**src/rtl/sprite_row_writer_pkg.sv**
```systemverilog
// Shared sprite geometry and pixel/row types used by the writer and the renderer.
package sprite_row_writer_pkg;

  localparam int unsigned SPRITE_W = 32;
  localparam int unsigned SPRITE_H = 32;
  localparam int unsigned BPP      = 3;
  localparam int unsigned ROW_BITS = SPRITE_W * BPP;
  localparam int unsigned ADDR_W   = $clog2(SPRITE_H);
  localparam int unsigned PX_CNT_W = $clog2(SPRITE_W);

  typedef logic [BPP-1:0]      pixel_t;
  typedef logic [ROW_BITS-1:0] row_t;
  typedef logic [ADDR_W-1:0]   row_addr_t;

  // Transparent colour; stored in the row word like any other colour.
  localparam pixel_t TRANSPARENT_PX = '0;

endpackage

```
**src/rtl/sprite_row_writer_if.sv**
```systemverilog
// Pixel stream handshake plus row RAM write port of the sprite row writer.
interface sprite_row_writer_if;
  import sprite_row_writer_pkg::*;

  pixel_t    px_data;
  logic      px_valid;
  logic      px_ready;
  logic      wr_en;
  row_addr_t wr_addr;
  row_t      wr_data;

  // Writer side: consumes pixels, drives the RAM write port.
  modport master (
    input  px_data,
    input  px_valid,
    output px_ready,
    output wr_en,
    output wr_addr,
    output wr_data
  );

  // Pixel source / row RAM side.
  modport slave (
    output px_data,
    output px_valid,
    input  px_ready,
    input  wr_en,
    input  wr_addr,
    input  wr_data
  );

endinterface

```
**src/rtl/sprite_row_packer.sv**
```systemverilog
// Shifts accepted pixels into a row word, column 0 ending up in the top bits.
module sprite_row_packer
  import sprite_row_writer_pkg::*;
(
  input  logic   clk,
  input  logic   rst,
  input  logic   clr,
  input  logic   accept,
  input  pixel_t px_data,
  output logic   row_complete_c,
  output row_t   row_c
);

  // Only the first SPRITE_W-1 pixels are held; the last pixel of a row is
  // merged in combinationally so the completed row leaves without a bubble.
  localparam int unsigned HIST_BITS = ROW_BITS - BPP;

  logic [HIST_BITS-1:0] pack_q, pack_d;
  logic [PX_CNT_W-1:0]  px_cnt_q, px_cnt_d;
  logic                 last_px_c;

  assign last_px_c      = (px_cnt_q == PX_CNT_W'(SPRITE_W - 1));
  assign row_c          = {pack_q, px_data};
  assign row_complete_c = accept && last_px_c;

  // Next pack/count: clear wins over accept, count wraps at row end.
  always_comb begin
    pack_d   = pack_q;
    px_cnt_d = px_cnt_q;
    if (clr) begin
      pack_d   = {(SPRITE_W - 1){TRANSPARENT_PX}};
      px_cnt_d = '0;
    end else if (accept) begin
      pack_d   = row_c[HIST_BITS-1:0];
      px_cnt_d = last_px_c ? '0 : px_cnt_q + PX_CNT_W'(1);
    end
  end

  // Pack register and column counter.
  always_ff @(posedge clk) begin
    if (rst) begin
      pack_q   <= '0;
      px_cnt_q <= '0;
    end else begin
      pack_q   <= pack_d;
      px_cnt_q <= px_cnt_d;
    end
  end

endmodule

```
**src/rtl/sprite_row_writer.sv**
```systemverilog
// Loads a serial sprite pixel stream into the row RAM one packed row at a time.
module sprite_row_writer
  import sprite_row_writer_pkg::*;
(
  input  logic                       clk,
  input  logic                       rst,
  input  logic                       start,
  input  logic                       abort,
  sprite_row_writer_if.master        bus,
  output logic                       busy,
  output logic                       done
);

  typedef enum logic [1:0] {
    S_IDLE,
    S_LOAD,
    S_FLUSH,
    S_DONE
  } state_e;

  state_e    state_q, state_d;
  row_addr_t row_cnt_q, row_cnt_d;
  logic      px_ready_q, px_ready_d;
  logic      busy_q, busy_d;
  logic      done_q, done_d;
  logic      wr_en_q, wr_en_d;
  row_addr_t wr_addr_q, wr_addr_d;
  row_t      wr_data_q, wr_data_d;

  logic      accept_c;
  logic      clr_c;
  logic      row_complete_c;
  row_t      row_c;

  assign accept_c = bus.px_valid && px_ready_q;

  sprite_row_packer u_packer (
    .clk            (clk),
    .rst            (rst),
    .clr            (clr_c),
    .accept         (accept_c),
    .px_data        (bus.px_data),
    .row_complete_c (row_complete_c),
    .row_c          (row_c)
  );

  // Next state, row counter and output register; abort suppresses a same-cycle row write.
  always_comb begin
    state_d   = state_q;
    row_cnt_d = row_cnt_q;
    wr_en_d   = 1'b0;
    wr_addr_d = wr_addr_q;
    wr_data_d = wr_data_q;
    clr_c     = 1'b0;

    unique case (state_q)
      S_IDLE: begin
        if (start) begin
          state_d   = S_LOAD;
          row_cnt_d = '0;
          clr_c     = 1'b1;
        end
      end
      S_LOAD: begin
        if (abort) begin
          state_d   = S_IDLE;
          row_cnt_d = '0;
          clr_c     = 1'b1;
        end else if (row_complete_c) begin
          wr_en_d   = 1'b1;
          wr_addr_d = row_cnt_q;
          wr_data_d = row_c;
          row_cnt_d = row_cnt_q + ADDR_W'(1);
          if (row_cnt_q == ADDR_W'(SPRITE_H - 1)) begin
            state_d = S_FLUSH;
          end
        end
      end
      S_FLUSH: begin
        if (abort) begin
          state_d   = S_IDLE;
          row_cnt_d = '0;
          clr_c     = 1'b1;
        end else begin
          state_d = S_DONE;
        end
      end
      S_DONE: begin
        state_d = S_IDLE;
      end
      default: begin
        state_d = S_IDLE;
      end
    endcase

    px_ready_d = (state_d == S_LOAD);
    busy_d     = (state_d == S_LOAD) || (state_d == S_FLUSH);
    done_d     = (state_d == S_DONE);
  end

  // State and registered outputs.
  always_ff @(posedge clk) begin
    if (rst) begin
      state_q    <= S_IDLE;
      row_cnt_q  <= '0;
      px_ready_q <= 1'b0;
      busy_q     <= 1'b0;
      done_q     <= 1'b0;
      wr_en_q    <= 1'b0;
      wr_addr_q  <= '0;
      wr_data_q  <= '0;
    end else begin
      state_q    <= state_d;
      row_cnt_q  <= row_cnt_d;
      px_ready_q <= px_ready_d;
      busy_q     <= busy_d;
      done_q     <= done_d;
      wr_en_q    <= wr_en_d;
      wr_addr_q  <= wr_addr_d;
      wr_data_q  <= wr_data_d;
    end
  end

  assign bus.px_ready = px_ready_q;
  assign bus.wr_en    = wr_en_q;
  assign bus.wr_addr  = wr_addr_q;
  assign bus.wr_data  = wr_data_q;
  assign busy         = busy_q;
  assign done         = done_q;

endmodule

```
**src/flat_wrapper.sv**
```systemverilog
// flat-port wrapper written by rule: the top's interface ports become plain ports
module sprite_row_writer_flat import sprite_row_writer_pkg::*;
  (clk, rst, start, abort, busy, done, bus_px_data, bus_px_valid, bus_px_ready, bus_wr_en, bus_wr_addr, bus_wr_data);
  sprite_row_writer_if bus_i ();
  input  logic clk;
  input  logic rst;
  input  logic start;
  input  logic abort;
  output logic busy;
  output logic done;
  input wire logic [$bits(bus_i.px_data)-1:0] bus_px_data;
  input wire logic [$bits(bus_i.px_valid)-1:0] bus_px_valid;
  output wire logic [$bits(bus_i.px_ready)-1:0] bus_px_ready;
  output wire logic [$bits(bus_i.wr_en)-1:0] bus_wr_en;
  output wire logic [$bits(bus_i.wr_addr)-1:0] bus_wr_addr;
  output wire logic [$bits(bus_i.wr_data)-1:0] bus_wr_data;
  assign bus_i.px_data = bus_px_data;
  assign bus_i.px_valid = bus_px_valid;
  assign bus_px_ready = bus_i.px_ready;
  assign bus_wr_en = bus_i.wr_en;
  assign bus_wr_addr = bus_i.wr_addr;
  assign bus_wr_data = bus_i.wr_data;
  sprite_row_writer u_core (.clk(clk), .rst(rst), .start(start), .abort(abort), .bus(bus_i), .busy(busy), .done(done));
endmodule
```
**config.mk**
```make
export PLATFORM = sky130hd
export DESIGN_NAME = sprite_row_writer_flat
export DESIGN_NICKNAME = d
export VERILOG_FILES = /design/src/rtl/sprite_row_writer_pkg.sv /design/src/rtl/sprite_row_writer_if.sv /design/src/rtl/sprite_row_packer.sv /design/src/rtl/sprite_row_writer.sv /design/src/flat_wrapper.sv
export SDC_FILE = /design/constraint.sdc
export NUM_CORES = 1
export LEC_CHECK = 0
export BUFFER_PORTS_ARGS = -buffer_cell sky130_fd_sc_hd__buf_2
export CORE_UTILIZATION = 35
export DETAILED_ROUTE_END_ITERATION = 10
export GPL_TIMING_DRIVEN = 0
export PLACE_DENSITY = 0.53
export SYNTH_ARGS = -nofsm -noshare
export SYNTH_HDL_FRONTEND = slang
export SYNTH_SLANG_ARGS = --single-unit
```
**constraint.sdc**
```tcl
create_clock -name clk -period 5.85 [get_ports clk]
set_input_delay 0.8775 -clock clk [delete_from_list [all_inputs] [get_ports clk]]
set_output_delay 0.8775 -clock clk [all_outputs]
set_load 0.01 [all_outputs]
```
# [Yosys cells after proc, flatten, opt, wreduce, memory -nomap -nowiden]
# Cells that the tools add are included.
[word_totals] elab_cells=51 reg_bits=210 inputBits=8
[op_classes] eq_ne=11 mux=16 bitwise=2 n_addsub=2 n_reduce_logical=10
[op_table] operator="$mux 5" n=5
[op_table] operator="$pmux 5 s3" n=1
[op_table] operator="$add 5x1->5 const B" n=2
[op_table] operator="$eq 5x5->1 const B" n=2
[op_table] operator="$mux 2" n=5
[op_table] operator="$eq 2x2->1 const B" n=4
[op_table] operator="$pmux 2 s4" n=1
[op_table] operator="$eq 2x1->1 const B" n=2
[op_table] operator="$ne 2x2->1 const B" n=2
[op_table] operator="$reduce_and 4->1" n=1
[op_table] operator="$reduce_or 2->1" n=2
[op_table] operator="$mux 1" n=3
[op_table] operator="$ne 3x2->1 const B" n=1
[op_table] operator="$reduce_and 3->1" n=1
[op_table] operator="$reduce_bool 3->1" n=1
[op_table] operator="$reduce_or 3->1" n=1
[op_table] operator="$logic_and 1x1->1" n=2
[op_table] operator="$logic_not 2->1" n=1
[op_table] operator="$not 1->1" n=2
[op_table] operator="$pmux 1 s2" n=1
[op_table] operator="$logic_or 1x1->1" n=1

# [Depth between registers and ports, before layout]
[depth] ltp_word=7 mapped_depth=9 ltp_nobuf=8

# [Hierarchy]
# Synthesis repeated with hierarchy kept, for this count alone.
[unflattened] hier_cells=834 area_unflattened_um2=7647.3
[modules_own_cells] module="sprite_row_writer" cells_each=507 instances=1 seq_area_each_um2=2242.2 area_each_um2=4093.9
[modules_own_cells] module="sprite_row_packer" cells_each=327 instances=1 seq_area_each_um2=1961.9 area_each_um2=3553.4

# [Worst setup path after synthesis]
# OpenSTA, ideal clock, no wires.
[synth_timing] kind="register to register" start="register u_core.u_packer.px_cnt_q[0]" end="register u_core.busy_q, in the netlist u_core.busy" setup_time_ps=65 slack_ps=3809 t_arrival_ps=1976 path_stages_with_launch=9 cell_sequence="dfxtp_1 ha_1 and3_1 ha_1 and3_4 and2_1 o31ai_1 ha_1 nor2_1"
[synth_via] elab_chain_cells=7 elab_cells_between_ends=8
[synth_lines] item="from (decl)" line_no="sprite_row_packer.sv:19" text="logic [PX_CNT_W-1:0] px_cnt_q, px_cnt_d;"
[synth_lines] item="from (signal assigned)" line_no="sprite_row_packer.sv:46" text="px_cnt_q <= px_cnt_d;"
[synth_lines] item="$eq 5x5->1 *" line_no="sprite_row_packer.sv:22" text="assign last_px_c = (px_cnt_q == PX_CNT_W'(SPRITE_W - 1));"
[synth_lines] item="$logic_and 1x1->1 *" line_no="sprite_row_packer.sv:24" text="assign row_complete_c = accept && last_px_c;"
[synth_lines] item="$mux 2 *" line_no="sprite_row_writer.sv:69" text="end else if (row_complete_c) begin"
[synth_lines] item="$mux 2 *" line_no="sprite_row_writer.sv:65" text="if (abort) begin"
[synth_lines] item="$pmux 2 s4 *" line_no="sprite_row_writer.sv:56" text="unique case (state_q)"
[synth_lines] item="$eq 2x1->1 / $eq 2x2->1 (equally long branches)" line_no="sprite_row_writer.sv:97" text="busy_d = (state_d == S_LOAD) || (state_d == S_FLUSH);"
[synth_lines] item="$logic_or 1x1->1 *" line_no="sprite_row_writer.sv:97"
[synth_lines] item="to (signal assigned)" line_no="sprite_row_writer.sv:116" text="busy_q <= busy_d;"
[synth_lines] item="to (decl)" line_no="sprite_row_writer.sv:24" text="logic busy_q, busy_d;"
# Mark *: on every way between the ends. The rest lies on a longest branch, timed or not.
# A chain may end at the register's enable or synchronous reset.

# [Worst setup path after layout]
[layout_timing] start="register u_core.u_packer.px_cnt_q[0]" end="register u_core.wr_data_q[86], in the netlist u_core.bus.wr_data[86]"
[layout_via] elab_chain_cells=3
[layout_lines] item="$eq 5x5->1" line_no="sprite_row_packer.sv:22"
[layout_lines] item="$logic_and 1x1->1" line_no="sprite_row_packer.sv:24"
[layout_lines] item="$reduce_and 3->1 (no line)"
[layout_lines] item="to (signal assigned)" line_no="sprite_row_writer.sv:120" text="wr_data_q <= wr_data_d;"
[layout_lines] item="to (decl)" line_no="sprite_row_writer.sv:28" text="row_t wr_data_q, wr_data_d;"
# No other way between the ends.

==> impl_metrics.yaml <==
power_and_ir_drop:
  p_comb_share_pct: 3.3
  power.leakage_nw: 3.38
  p_int_mw: 2.50
  ir_worst_vdd_uv: 189
  clockPowerShare_pct: 51.4
  powerDensity_mw_per_mm2: 344
  seqPwrFrac_pct: 45.3
  p_sw_mw: 0.668
  p_sw_share_pct: 21.1
placement:
  hpwl_mm: 12.2
  port_buffers: 111
  dp.cells: 1322
  gp_congestion: 0.774
layout:
  areaGrowthSynthToFinish_pct: 23.7
  fillers: 2217
  final_nets: 1090
  drive_above_1_share_pct: 16.7
  fin_util_pct: 44.0
  layout_common_cells: "nand2_1, dfxtp_1, a21oi_1"
  final_cells: 1363
  layout_commonest_cell: "nand2_1"
  diodes: 0
clock_network:
  numCtsBuffers: 23
  clock_latency_ps: 500
  root_buffer: "clkbuf_16"
  cts_resized: 0
  cts_hold_buffers: 0
  cts_tree: "yes"
  post_cts_buffers: 0
  cts.clk_slew.worst_paths_ps: 60
  cts.sinks: 210
  max-clock-path-buffers: 3
  ctsHtreeMaxLevel: 1
die:
  initial_core_util_pct: 35.6
  die_h_um: 148
  die_area_mm2: 0.0219
  die_width_um: 148
  ios: 113
  fp-row-count: 53
  core-area_mm2: 0.0210
route:
  route.detailed.drc: 0
  vias: 6333
  vias_per_cell: 4.65
  avgRoutedWirePerCell_um: 13.3
  drt-total-wl_mm: 18.2
  drt_iter0_drc: 223
  drt_first_pass_iters: 4
  antenna_left: 0
timing:
  finalSetupTns_ps: 0
  max_freq_mhz: 420
  final_hold_viol_count: 0
  setup_viol: 0
  finalCritPeriodShare_pct: 40.7
  max_slew.worst_pin.slew_ps: 870
  rsz0062_at_grt: "false"
  slew_violations: 0
  min_period_ps: 2380
  slew-limit-headroom_pct: 42.0
  skew_ps: 6.19
critical_path:
  cp_cell_sequence: "ha_1, and3_1, ha_1, nand3_1, nor2_2, buf_2, buf_4, nand2_1, a21oi_1"
  crit_required_ps: 6280
  r2r_cells: 9
  path_max_fanout: 10
  crit_path_end_kind: "flop"
  path_common_cell: "ha_1"
  crit_arrival_ps: 2810
  max_stage_delay_ps: 400
  crit_type: "reg2reg"
  start_kind: "flop"
  r2r_setup_slack_ps: 3470
  critPathSlowestCell: "dfxtp_1"
grt:
  grt_overflow: 0
  use_met2_pct: 25.9
  grt_pass1_wl_mm: 29.6
  grt_pass1_vias: 5928
  busiest_layer: "met2"
  grt_max_degree: 15
  grtUsageMet1_pct: 23.2
  grtUsageTotal_pct: 16.4
  antenna_found_initial: 0
  groute.layer.met3.usage_pct: 2.50
synth:
  synthCells: 936
  synth.yosys.seq_area_share_pct: 56.4
  yosys_warnings: 0
  yosysUniqueCellTypes: 37
  synth_seq_cells: 210
  synth.avg_cell_area_um2: 7.97
  synth_nets: 954
  synth_area_mm2: 0.00746
worst_hold_path:
  min_path_type: "reg2reg"
  hold_path_depth: 2
outcome:
  outcome: "finished, final reports clean"
job:
  cap_viol_max_count: 0
layout make-up:
class	count	area, µm²	area share (%)
Inverter	2	7.51	0.0814
Buffer	67	305	3.31
Sequential cell	210	4200	45.6
Clock inverter	12	219	2.37
Multi-Input combinational cell	657	2940	31.9
Tap cell	275	344	3.73
Timing Repair Buffer	111	556	6.02
Clock buffer	29	648	7.03
cell families (layout without fill, tap and decap cells):
logic type / after synthesis / count (layout) / share of synthesized area, %
buf+inv: 69 / 221 / 4.19
flops: 210 / 210 / 56.4
fa+ha+maj: 10 / 10 / 1.68
compound gates: 215 / 215 / 14.8
simple gates: 432 / 432 / 22.9
cells in the mapped netlist (all sizes together):
library cell  number  share of area (%)
nand2            397                 20
dfxtp            210                 56
a21oi            202                 14
clkbuf            39                2.1
buf               28                2.0
ha                10                1.7
nor2              10               0.54
nor2b              4               0.37
and3               3               0.32
nor3               3               0.20
o21ai              3               0.20
a31oi              2               0.17
a32oi              2               0.23
and2               2               0.17
inv                2               0.10
nand3              2               0.13
nand4              2               0.17
nor3b              2               0.20
o32ai              2               0.23
or3                2               0.25
a2111o             1               0.15
a22oi              1               0.10
and2b              1               0.12
nand4b             1               0.12
nor4b              1               0.12
o21bai             1               0.10
o31ai              1               0.10
or2b               1               0.12
or4                1               0.10
sequential cells by signal (all words and copies together) (netlist names):
name,count
u_core.done,1
u_core.bus.wr_data,96
u_core.u_packer.px_cnt_q,5
u_core.bus.wr_addr,5
u_core.bus.px_ready,1
u_core.u_packer.pack_q,93
u_core.bus.wr_en,1
u_core.row_cnt_q,5
u_core.state_q,2
u_core.busy,1
final timing paths:
check	from	end
worst max-delay path	u_core.u_packer.px_cnt_q[0]	u_core.bus.wr_data[86]
worst min-delay path	u_core.bus.wr_data[46]	u_core.bus.wr_data[46]
worst max register to register	u_core.u_packer.px_cnt_q[0]	u_core.bus.wr_data[86]
worst min register to register	u_core.bus.wr_data[46]	u_core.bus.wr_data[46]
metrics by stage:
stage                     total power, mW  worst slack, ps  cell area [µm²]  hold WS, ps
after floorplan                      1.54             3810             7460          429
final                                3.17             3470             9220          449
after detailed placement             1.58             3370             8360          443
after global placement               1.58             3360             8360          439
after global routing                 3.29             3250             9220          467
after CTS                            3.21             3420             9220          452
power by group through the flow:
stage	logic [mW]	registers, mW	clock network (mW)
final	0.105	1.44	1.63
after global placement	0.109	1.47	0
after floorplan	0.0688	1.47	0
after CTS	0.108	1.44	1.67
after detailed placement	0.107	1.47	0
after global routing	0.118	1.44	1.73
critical path: cells and delay by family, from the launching register on:
kind	cells	cell delay (ps)
AOI/OAI and AO/OA	1	120
adders and majority gates	2	510
buffers and inverters	2	570
DFF	1	400
and+or+nand+nor	4	710
per-layer routing:
| layer | share of wire (%) | wire length (µm) | up-vias |
|---|---|---|---|
| li1 | - | - | 3322 |
| met4 | 1.9 | 343 | 0 |
| met5 | 0 | 0 | - |
| met1 | 51 | 9280 | 2875 |
| met3 | 4.0 | 728 | 30 |
| met2 | 43 | 7830 | 106 |
(Power assumes the default switching activity.)
